**config.mk**
```make
export PLATFORM = sky130hd
export DESIGN_NAME = ga_population_buffer
export DESIGN_NICKNAME = d
export VERILOG_FILES = /design/src/rtl/ga_pkg.sv /design/src/rtl/population_bank.sv /design/src/rtl/ga_population_buffer.sv
export SDC_FILE = /design/constraint.sdc
export NUM_CORES = 2
export LEC_CHECK = 0
export ABC_AREA = 1
export BUFFER_PORTS_ARGS = -buffer_cell sky130_fd_sc_hd__buf_2
export CORE_ASPECT_RATIO = 0.9
export CORE_MARGIN = 8
export CORE_UTILIZATION = 45
export CTS_BUF_LIST = sky130_fd_sc_hd__clkbuf_2
export DETAILED_ROUTE_END_ITERATION = 10
export GPL_TIMING_DRIVEN = 0
export PLACE_DENSITY_LB_ADDON = 0.15
export SKIP_CTS_REPAIR_TIMING = 1
export SLEW_MARGIN = 20
export SYNTH_ARGS = -nofsm -noshare
export SYNTH_HDL_FRONTEND = slang
export SYNTH_SLANG_ARGS = --single-unit
```
**constraint.sdc**
```tcl
create_clock -name clk -period 4.6 [get_ports clk]
set_input_delay 0.23 -clock clk [delete_from_list [all_inputs] [get_ports clk]]
set_output_delay 0.23 -clock clk [all_outputs]
set_load 0.01 [all_outputs]
```
**src/rtl/ga_pkg.sv**
```systemverilog
// Shared default widths for the GA core (population buffer, selection, crossover).
package ga_pkg;

  localparam int unsigned CHROMOSOME_WIDTH = 16;
  localparam int unsigned FITNESS_WIDTH    = 14;
  localparam int unsigned POPULATION_SIZE  = 16;
  localparam int unsigned GEN_WIDTH        = 16;

endpackage

```
**src/rtl/population_bank.sv**
```systemverilog
// One population bank: synchronous write port plus two independent registered
// read ports. Out-of-range read addresses return zero; read data holds when idle.
module population_bank #(
  parameter int unsigned DataWidth = 30,
  parameter int unsigned Depth     = 16,
  parameter int unsigned AddrWidth = 4
) (
  input  logic                 i_clk,
  input  logic                 i_rst,
  input  logic                 i_wr_en,
  input  logic [AddrWidth-1:0] i_wr_addr,
  input  logic [DataWidth-1:0] i_wr_data,
  input  logic                 i_rd_en_a,
  input  logic [AddrWidth-1:0] i_rd_addr_a,
  output logic [DataWidth-1:0] o_rd_data_a,
  input  logic                 i_rd_en_b,
  input  logic [AddrWidth-1:0] i_rd_addr_b,
  output logic [DataWidth-1:0] o_rd_data_b
);

  localparam logic [AddrWidth:0] DepthW = (AddrWidth + 1)'(Depth);

  logic [DataWidth-1:0] r_mem [Depth];
  logic [DataWidth-1:0] r_rd_data_a;
  logic [DataWidth-1:0] r_rd_data_b;
  logic                 w_rd_ok_a;
  logic                 w_rd_ok_b;

  assign w_rd_ok_a = ({1'b0, i_rd_addr_a} < DepthW);
  assign w_rd_ok_b = ({1'b0, i_rd_addr_b} < DepthW);

  // Storage; the caller only asserts i_wr_en for in-range addresses.
  always_ff @(posedge i_clk) begin
    if (i_wr_en) begin
      r_mem[i_wr_addr] <= i_wr_data;
    end
  end

  // Read port A register.
  always_ff @(posedge i_clk) begin
    if (i_rst) begin
      r_rd_data_a <= '0;
    end else if (i_rd_en_a) begin
      r_rd_data_a <= w_rd_ok_a ? r_mem[i_rd_addr_a] : '0;
    end
  end

  // Read port B register.
  always_ff @(posedge i_clk) begin
    if (i_rst) begin
      r_rd_data_b <= '0;
    end else if (i_rd_en_b) begin
      r_rd_data_b <= w_rd_ok_b ? r_mem[i_rd_addr_b] : '0;
    end
  end

  assign o_rd_data_a = r_rd_data_a;
  assign o_rd_data_b = r_rd_data_b;

endmodule

```
**src/rtl/ga_population_buffer.sv**
```systemverilog
// Double-buffered GA population store. Reads see the active bank, writes fill the
// shadow bank once per address, and a swap commits the shadow bank together with
// the best individual tracked while it was being written.
module ga_population_buffer #(
  parameter int unsigned CHROMOSOME_WIDTH = ga_pkg::CHROMOSOME_WIDTH,
  parameter int unsigned FITNESS_WIDTH    = ga_pkg::FITNESS_WIDTH,
  parameter int unsigned POPULATION_SIZE  = ga_pkg::POPULATION_SIZE,
  parameter int unsigned ADDR_WIDTH       = $clog2(POPULATION_SIZE),
  parameter int unsigned GEN_WIDTH        = ga_pkg::GEN_WIDTH
) (
  input  logic                        clk,
  input  logic                        rst,
  input  logic                        wr_en,
  input  logic [ADDR_WIDTH-1:0]       wr_addr,
  input  logic [CHROMOSOME_WIDTH-1:0] wr_chrom,
  input  logic [FITNESS_WIDTH-1:0]    wr_fit,
  output logic                        wr_err,
  output logic [ADDR_WIDTH:0]         wr_count,
  output logic                        next_full,
  input  logic                        rd_en_a,
  input  logic [ADDR_WIDTH-1:0]       rd_addr_a,
  output logic [CHROMOSOME_WIDTH-1:0] rd_chrom_a,
  output logic [FITNESS_WIDTH-1:0]    rd_fit_a,
  output logic                        rd_valid_a,
  input  logic                        rd_en_b,
  input  logic [ADDR_WIDTH-1:0]       rd_addr_b,
  output logic [CHROMOSOME_WIDTH-1:0] rd_chrom_b,
  output logic [FITNESS_WIDTH-1:0]    rd_fit_b,
  output logic                        rd_valid_b,
  input  logic                        swap_req,
  output logic                        swap_ack,
  output logic [CHROMOSOME_WIDTH-1:0] best_chrom,
  output logic [FITNESS_WIDTH-1:0]    best_fit,
  output logic [ADDR_WIDTH-1:0]       best_addr,
  output logic                        best_valid,
  output logic [GEN_WIDTH-1:0]        generation
);

  localparam int unsigned       EntryWidth = CHROMOSOME_WIDTH + FITNESS_WIDTH;
  localparam logic [ADDR_WIDTH:0] PopSize  = (ADDR_WIDTH + 1)'(POPULATION_SIZE);
  localparam logic [ADDR_WIDTH:0] CountOne = {{ADDR_WIDTH{1'b0}}, 1'b1};
  localparam logic [GEN_WIDTH-1:0] GenOne  = {{(GEN_WIDTH - 1){1'b0}}, 1'b1};

  // Bank state and per-generation bookkeeping.
  logic                        r_bank_sel;
  logic [POPULATION_SIZE-1:0]  r_mask;
  logic [ADDR_WIDTH:0]         r_wr_count;
  logic                        r_wr_err;
  logic [GEN_WIDTH-1:0]        r_generation;

  // Best individual of the shadow generation, built up as writes arrive.
  logic [CHROMOSOME_WIDTH-1:0] r_sb_chrom;
  logic [FITNESS_WIDTH-1:0]    r_sb_fit;
  logic [ADDR_WIDTH-1:0]       r_sb_addr;

  // Published best of the active generation.
  logic [CHROMOSOME_WIDTH-1:0] r_best_chrom;
  logic [FITNESS_WIDTH-1:0]    r_best_fit;
  logic [ADDR_WIDTH-1:0]       r_best_addr;
  logic                        r_best_valid;

  // Read-side state: valid flags and which bank the last read came from.
  logic                        r_rd_valid_a;
  logic                        r_rd_valid_b;
  logic                        r_rd_sel_a;
  logic                        r_rd_sel_b;

  logic                        w_next_full;
  logic                        w_swap;
  logic                        w_addr_ok;
  logic                        w_mask_hit;
  logic                        w_wr_accept;
  logic                        w_sb_load;
  logic                        w_wr_en_b0;
  logic                        w_wr_en_b1;
  logic [EntryWidth-1:0]       w_wr_data;
  logic [EntryWidth-1:0]       w_b0_rd_a;
  logic [EntryWidth-1:0]       w_b0_rd_b;
  logic [EntryWidth-1:0]       w_b1_rd_a;
  logic [EntryWidth-1:0]       w_b1_rd_b;

  assign w_next_full = (r_wr_count == PopSize);
  assign w_swap      = swap_req & w_next_full;
  assign w_addr_ok   = ({1'b0, wr_addr} < PopSize);
  assign w_mask_hit  = w_addr_ok && r_mask[wr_addr];
  // A write in the swap cycle is refused so it cannot land in the bank going live.
  assign w_wr_accept = wr_en & w_addr_ok & ~w_mask_hit & ~w_swap;
  // First write of a generation always seeds the shadow best; ties keep the older one.
  assign w_sb_load   = w_wr_accept & ((r_wr_count == '0) | (wr_fit > r_sb_fit));
  assign w_wr_data   = {wr_chrom, wr_fit};
  // Shadow bank is the one not selected for reading.
  assign w_wr_en_b0  = w_wr_accept & ~rst & r_bank_sel;
  assign w_wr_en_b1  = w_wr_accept & ~rst & ~r_bank_sel;

  population_bank #(
    .DataWidth (EntryWidth),
    .Depth     (POPULATION_SIZE),
    .AddrWidth (ADDR_WIDTH)
  ) u_bank0 (
    .i_clk       (clk),
    .i_rst       (rst),
    .i_wr_en     (w_wr_en_b0),
    .i_wr_addr   (wr_addr),
    .i_wr_data   (w_wr_data),
    .i_rd_en_a   (rd_en_a & ~r_bank_sel),
    .i_rd_addr_a (rd_addr_a),
    .o_rd_data_a (w_b0_rd_a),
    .i_rd_en_b   (rd_en_b & ~r_bank_sel),
    .i_rd_addr_b (rd_addr_b),
    .o_rd_data_b (w_b0_rd_b)
  );

  population_bank #(
    .DataWidth (EntryWidth),
    .Depth     (POPULATION_SIZE),
    .AddrWidth (ADDR_WIDTH)
  ) u_bank1 (
    .i_clk       (clk),
    .i_rst       (rst),
    .i_wr_en     (w_wr_en_b1),
    .i_wr_addr   (wr_addr),
    .i_wr_data   (w_wr_data),
    .i_rd_en_a   (rd_en_a & r_bank_sel),
    .i_rd_addr_a (rd_addr_a),
    .o_rd_data_a (w_b1_rd_a),
    .i_rd_en_b   (rd_en_b & r_bank_sel),
    .i_rd_addr_b (rd_addr_b),
    .o_rd_data_b (w_b1_rd_b)
  );

  // Bank select, written mask, write count, write error and generation counter.
  always_ff @(posedge clk) begin
    if (rst) begin
      r_bank_sel   <= 1'b0;
      r_mask       <= '0;
      r_wr_count   <= '0;
      r_wr_err     <= 1'b0;
      r_generation <= '0;
    end else begin
      r_wr_err <= wr_en & ~w_wr_accept;
      if (w_swap) begin
        r_bank_sel   <= ~r_bank_sel;
        r_mask       <= '0;
        r_wr_count   <= '0;
        r_generation <= r_generation + GenOne;
      end else if (w_wr_accept) begin
        r_mask[wr_addr] <= 1'b1;
        r_wr_count      <= r_wr_count + CountOne;
      end
    end
  end

  // Shadow-best tracking over accepted writes.
  always_ff @(posedge clk) begin
    if (rst) begin
      r_sb_chrom <= '0;
      r_sb_fit   <= '0;
      r_sb_addr  <= '0;
    end else if (w_sb_load) begin
      r_sb_chrom <= wr_chrom;
      r_sb_fit   <= wr_fit;
      r_sb_addr  <= wr_addr;
    end
  end

  // Publish the shadow best when the shadow bank goes live.
  always_ff @(posedge clk) begin
    if (rst) begin
      r_best_chrom <= '0;
      r_best_fit   <= '0;
      r_best_addr  <= '0;
      r_best_valid <= 1'b0;
    end else if (w_swap) begin
      r_best_chrom <= r_sb_chrom;
      r_best_fit   <= r_sb_fit;
      r_best_addr  <= r_sb_addr;
      r_best_valid <= 1'b1;
    end
  end

  // Read valids, and remember the bank each port last read so held data survives a swap.
  always_ff @(posedge clk) begin
    if (rst) begin
      r_rd_valid_a <= 1'b0;
      r_rd_valid_b <= 1'b0;
      r_rd_sel_a   <= 1'b0;
      r_rd_sel_b   <= 1'b0;
    end else begin
      r_rd_valid_a <= rd_en_a;
      r_rd_valid_b <= rd_en_b;
      if (rd_en_a) begin
        r_rd_sel_a <= r_bank_sel;
      end
      if (rd_en_b) begin
        r_rd_sel_b <= r_bank_sel;
      end
    end
  end

  assign {rd_chrom_a, rd_fit_a} = r_rd_sel_a ? w_b1_rd_a : w_b0_rd_a;
  assign {rd_chrom_b, rd_fit_b} = r_rd_sel_b ? w_b1_rd_b : w_b0_rd_b;

  assign wr_err     = r_wr_err;
  assign wr_count   = r_wr_count;
  assign next_full  = w_next_full;
  assign rd_valid_a = r_rd_valid_a;
  assign rd_valid_b = r_rd_valid_b;
  assign swap_ack   = w_swap;
  assign best_chrom = r_best_chrom;
  assign best_fit   = r_best_fit;
  assign best_addr  = r_best_addr;
  assign best_valid = r_best_valid;
  assign generation = r_generation;

endmodule

```
==> impl_summary.log <==
[metrics] Fmax achieved: 0.227 GHz
[metrics] Post-synth EDFFs: 960
[metrics] total die area: 138000 µm²
[metrics] DR DRC count: 0
[metrics] Area Growth Syn to Fin: 15.1%
[metrics] maximum fanout along the worst path: 10
[metrics] Most used DFF post-synth: sky130_fd_sc_hd__edfxtp_1
[metrics] footprint of the multi-input gates: 20000 µm²
[metrics] global-route total usage across every layer: 0.335
[metrics] later-pin clock latency in the skew report: 1820 ps
[metrics] reg-to-reg slack, setup: 890 ps
[metrics] Net Count, Synth: 6049
[metrics] root buffer cell: sky130_fd_sc_hd__clkbuf_2
[metrics] global route total overflow: 0
[metrics] fraction of final layout cells sized beyond drive strength 1: 0.139
[metrics] transition time of the tightest slew-check pin: 1290 ps
[metrics] remaining max-slew budget at the tightest pin: 0.141
[metrics] power per cell area: 339 nW/µm²
[metrics] final design instance area without fill: 65300 µm²
[metrics] Core Box Area: 125000 µm²
[metrics] minimum clock period: 4400 ps
[metrics] number of synthesis warnings: 0
[metrics] Setup Total Neg Slack: 0 ps
[metrics] critical path capture point: rd_chrom_a[11]
[metrics] Worst Skew: 179 ps
[metrics] initial antenna violation count: 20
[metrics] data arrival time at the worst-slack endpoint: 4170 ps
[metrics] first-pass GRT wire length: 337 mm
[metrics] biggest cell delay along the critical path: 640 ps
[metrics] Worst EP required: 4370 ps
[metrics] Port-buffer cells: 161
[metrics] Mapped Cells: 5984
[metrics] Vias per Instance: 6.10
[metrics] Synth Register Bits: 1192
[metrics] register clock-pin slew on the reported worst setup and hold paths: 110 ps
[metrics] die width: 390 µm
[metrics] pin count of the biggest net entering global routing: 35
[metrics] kind of capture point of the worst setup path: primary output
[metrics] half-perimeter wire length after detailed placement: 167 mm
[metrics] post-synth design cell area: 56800 µm²
[metrics] post-DR wirelength/cell: 28.9 µm
[metrics] number of pins exceeding their max-slew limit in the final report: 0
[metrics] final hold violations: 0
[metrics] class of the tightest hold or removal check: in -> reg
[metrics] TritonCTS Buffers: 328
[metrics] share of the clock period used by the worst path: 0.958
[metrics] I/O pin total: 169
[metrics] post-synthesis average cell area: 9.49 µm²
[metrics] result of the run: finished, final reports clean
[metrics] gpl congestion: 1.04
[metrics] count of maximum capacitance violations: 0
[metrics] Fillers: 11558
[metrics] Critical path buffers and inverters: 3
[metrics] Setup crit start kind: flop
[metrics] number of global-route vias before repair: 48749
[metrics] TritonCTS clock tree: done
[metrics] critical setup path kind: reg -> out
[metrics] Rows: 123
[metrics] count of antenna-violating nets left after detailed routing: 0
[metrics] overall via count from detail_route: 52361
[metrics] clock sink count: 1192
[metrics] startpoint of the worst register-to-register path: wr_count[0]$_SDFFE_PP0P_
[metrics] worst reg2reg endpoint: u_bank0.r_mem[7][27]$_DFFE_PP_
[metrics] cell depth of the worst flop-to-flop path: 13
[metrics] router iterations before antenna repair: 9
[metrics] cell-by-cell listing of the critical path: clkbuf_1 > clkbuf_1 > nand2_1 > o21ai_1 > buf_2
[metrics] kind of cell adding the most delay to the critical path: buffers and inverters
[metrics] height of the chip: 353 µm
[metrics] Slowest-stage cell, CP: sky130_fd_sc_hd__clkbuf_1
[metrics] Detailed Route WL: 248 mm
[metrics] Crit path depth: 5
[metrics] count of distinct cell types in the synthesized netlist: 33
[metrics] number of endpoints failing setup at the final stage: 0
[metrics] register cell area after layout: 33500 µm²
[metrics] peak supply drop: 216 µV
[metrics] number of DRC violations after detailed-routing iteration 0: 8851
[metrics] final-stage net count: 6713
[metrics] most common cell type on the critical path: sky130_fd_sc_hd__clkbuf_1
[metrics] area of placed instances: 60800 µm²
[metrics] htree depth: 5
[metrics] maximum number of buffers from clock root to sink: 4
[metrics] effective utilization at floorplan: 0.454
[metrics] leakage power of the design: 24.6 nW
[metrics] sequential share of the synthesized area: 0.590
[metrics] proportion of synthesized flip-flops having asynchronous set or reset: 0
[metrics] Critical Path Source: r_rd_sel_a$_SDFFE_PP0P_
-- per-stage QoR --
step	cells	hold slack [ps]	setup WS, ps	util	power (mW)
2_1_floorplan	5984	329	1340	-	13.4
3_3_place_gp	7832	438	-672	0.477	14.6
3_5_place_dp	7864	442	1080	0.486	14.6
4_1_cts	8423	-1440	143	0.508	21.9
5_1_grt	8573	-47.0	-25.2	0.522	22.9
6_report	8577	11.1	195	0.522	22.2
-- flip-flops by register name, summed over array words and instances, names as in the netlist, 30 cells and up --
register,flops
u_bank0.r_mem,480
u_bank1.r_mem,480
u_bank0.o_rd_data_a,30
u_bank0.o_rd_data_b,30
u_bank1.o_rd_data_a,30
u_bank1.o_rd_data_b,30
-- synthesized netlist by cell type (120+ instances only) --
library cell | count | area [µm²]
sky130_fd_sc_hd__a21oi_1 | 404 | 2020
sky130_fd_sc_hd__buf_2 | 144 | 721
sky130_fd_sc_hd__clkbuf_1 | 280 | 1050
sky130_fd_sc_hd__dfxtp_1 | 232 | 4640
sky130_fd_sc_hd__edfxtp_1 | 960 | 28800
sky130_fd_sc_hd__inv_1 | 360 | 1350
sky130_fd_sc_hd__nand2_1 | 719 | 2700
sky130_fd_sc_hd__nand3_1 | 408 | 2040
sky130_fd_sc_hd__nor2_1 | 952 | 3570
sky130_fd_sc_hd__o21ai_0 | 585 | 2930
sky130_fd_sc_hd__o21bai_1 | 360 | 2700
sky130_fd_sc_hd__o221ai_1 | 240 | 2100
sky130_fd_sc_hd__o22ai_1 | 120 | 751
-- report_power, final --
part	internal, mW	switching, mW
clock	2.86	4.61
combinational	0.795	2.14
sequential	11.7	0.0457
total	15.4	6.80
-- worst min-delay path by stage --
stage                                 from                              to  slack (ps)  depth (start not counted)
finish                          wr_addr[0]          r_mask[1]$_SDFFE_PP0P_          10                         13
global route                  wr_chrom[15]  u_bank0.r_mem[9][29]$_DFFE_PP_         -50                          4
CTS                                  wr_en               wr_err$_SDFF_PP0_       -1440                          3
detailed placement  r_mask[3]$_SDFFE_PP0P_          r_mask[3]$_SDFFE_PP0P_         440                          2
global placement    r_mask[6]$_SDFFE_PP0P_          r_mask[6]$_SDFFE_PP0P_         440                          2
floorplan                        wr_fit[0]   u_bank0.r_mem[0][0]$_DFFE_PP_         330                          0
-- cell usage in the layout, fill, tap and decap left out, drive strengths merged, types with 120 or more instances in the layout --
| master | Yosys | routed |
|---|---|---|
| o21bai | 360 | 360 |
| o221ai | 240 | 240 |
| o21ai | 682 | 682 |
| a21oi | 408 | 408 |
| dfxtp | 232 | 232 |
| nand2 | 721 | 721 |
| buf | 207 | 430 |
| inv | 365 | 369 |
| o22ai | 120 | 120 |
| clkbuf | 280 | 770 |
| nand3 | 410 | 410 |
| nor2 | 954 | 954 |
| edfxtp | 960 | 960 |
-- worst reg2reg max path: cells and delay by family, from the launching register on --
family                     cells  cell delay [ps]
and+or+nand+nor                8             1760
buffers and inverters          4              970
DFF                            1              410
adders and majority gates      1              210
-- cells by family after synthesis --
| family | count (synthesis) | synth area share |
|---|---|---|
| flip-flops | 1192 | 0.590 |
| AND/OR/NAND/NOR | 2105 | 0.149 |
| AO/OA/AOI/OAI | 1812 | 0.194 |
| XOR/XNOR | 3 | 0.000463 |
| buffers and inverters | 855 | 0.0624 |
| adder cells (fa/ha/maj) | 17 | 0.00375 |
-- routing by layer --
metal | vias to the layer above | part of all wire | track usage
li1 | 22706 | - | -
met1 | 24899 | 0.38 | 0.446
met2 | 4071 | 0.40 | 0.468
met3 | 675 | 0.16 | 0.126
met4 | 10 | 0.058 | 0.183
met5 | - | 0.00031 | 0
-- layout make-up --
type / instances / share of cell area
multi-input cells: 3937 / 0.306
repair buffers: 334 / 0.0524
plain buffers: 487 / 0.0332
diodes: 13 / 0.000498
inverters: 368 / 0.0211
clock buffers: 490 / 0.0375
well taps: 1687 / 0.0323
clock inverters: 69 / 0.00469
flip-flops and latches: 1192 / 0.512
No activity file was read; power rests on OpenSTA's default activity.
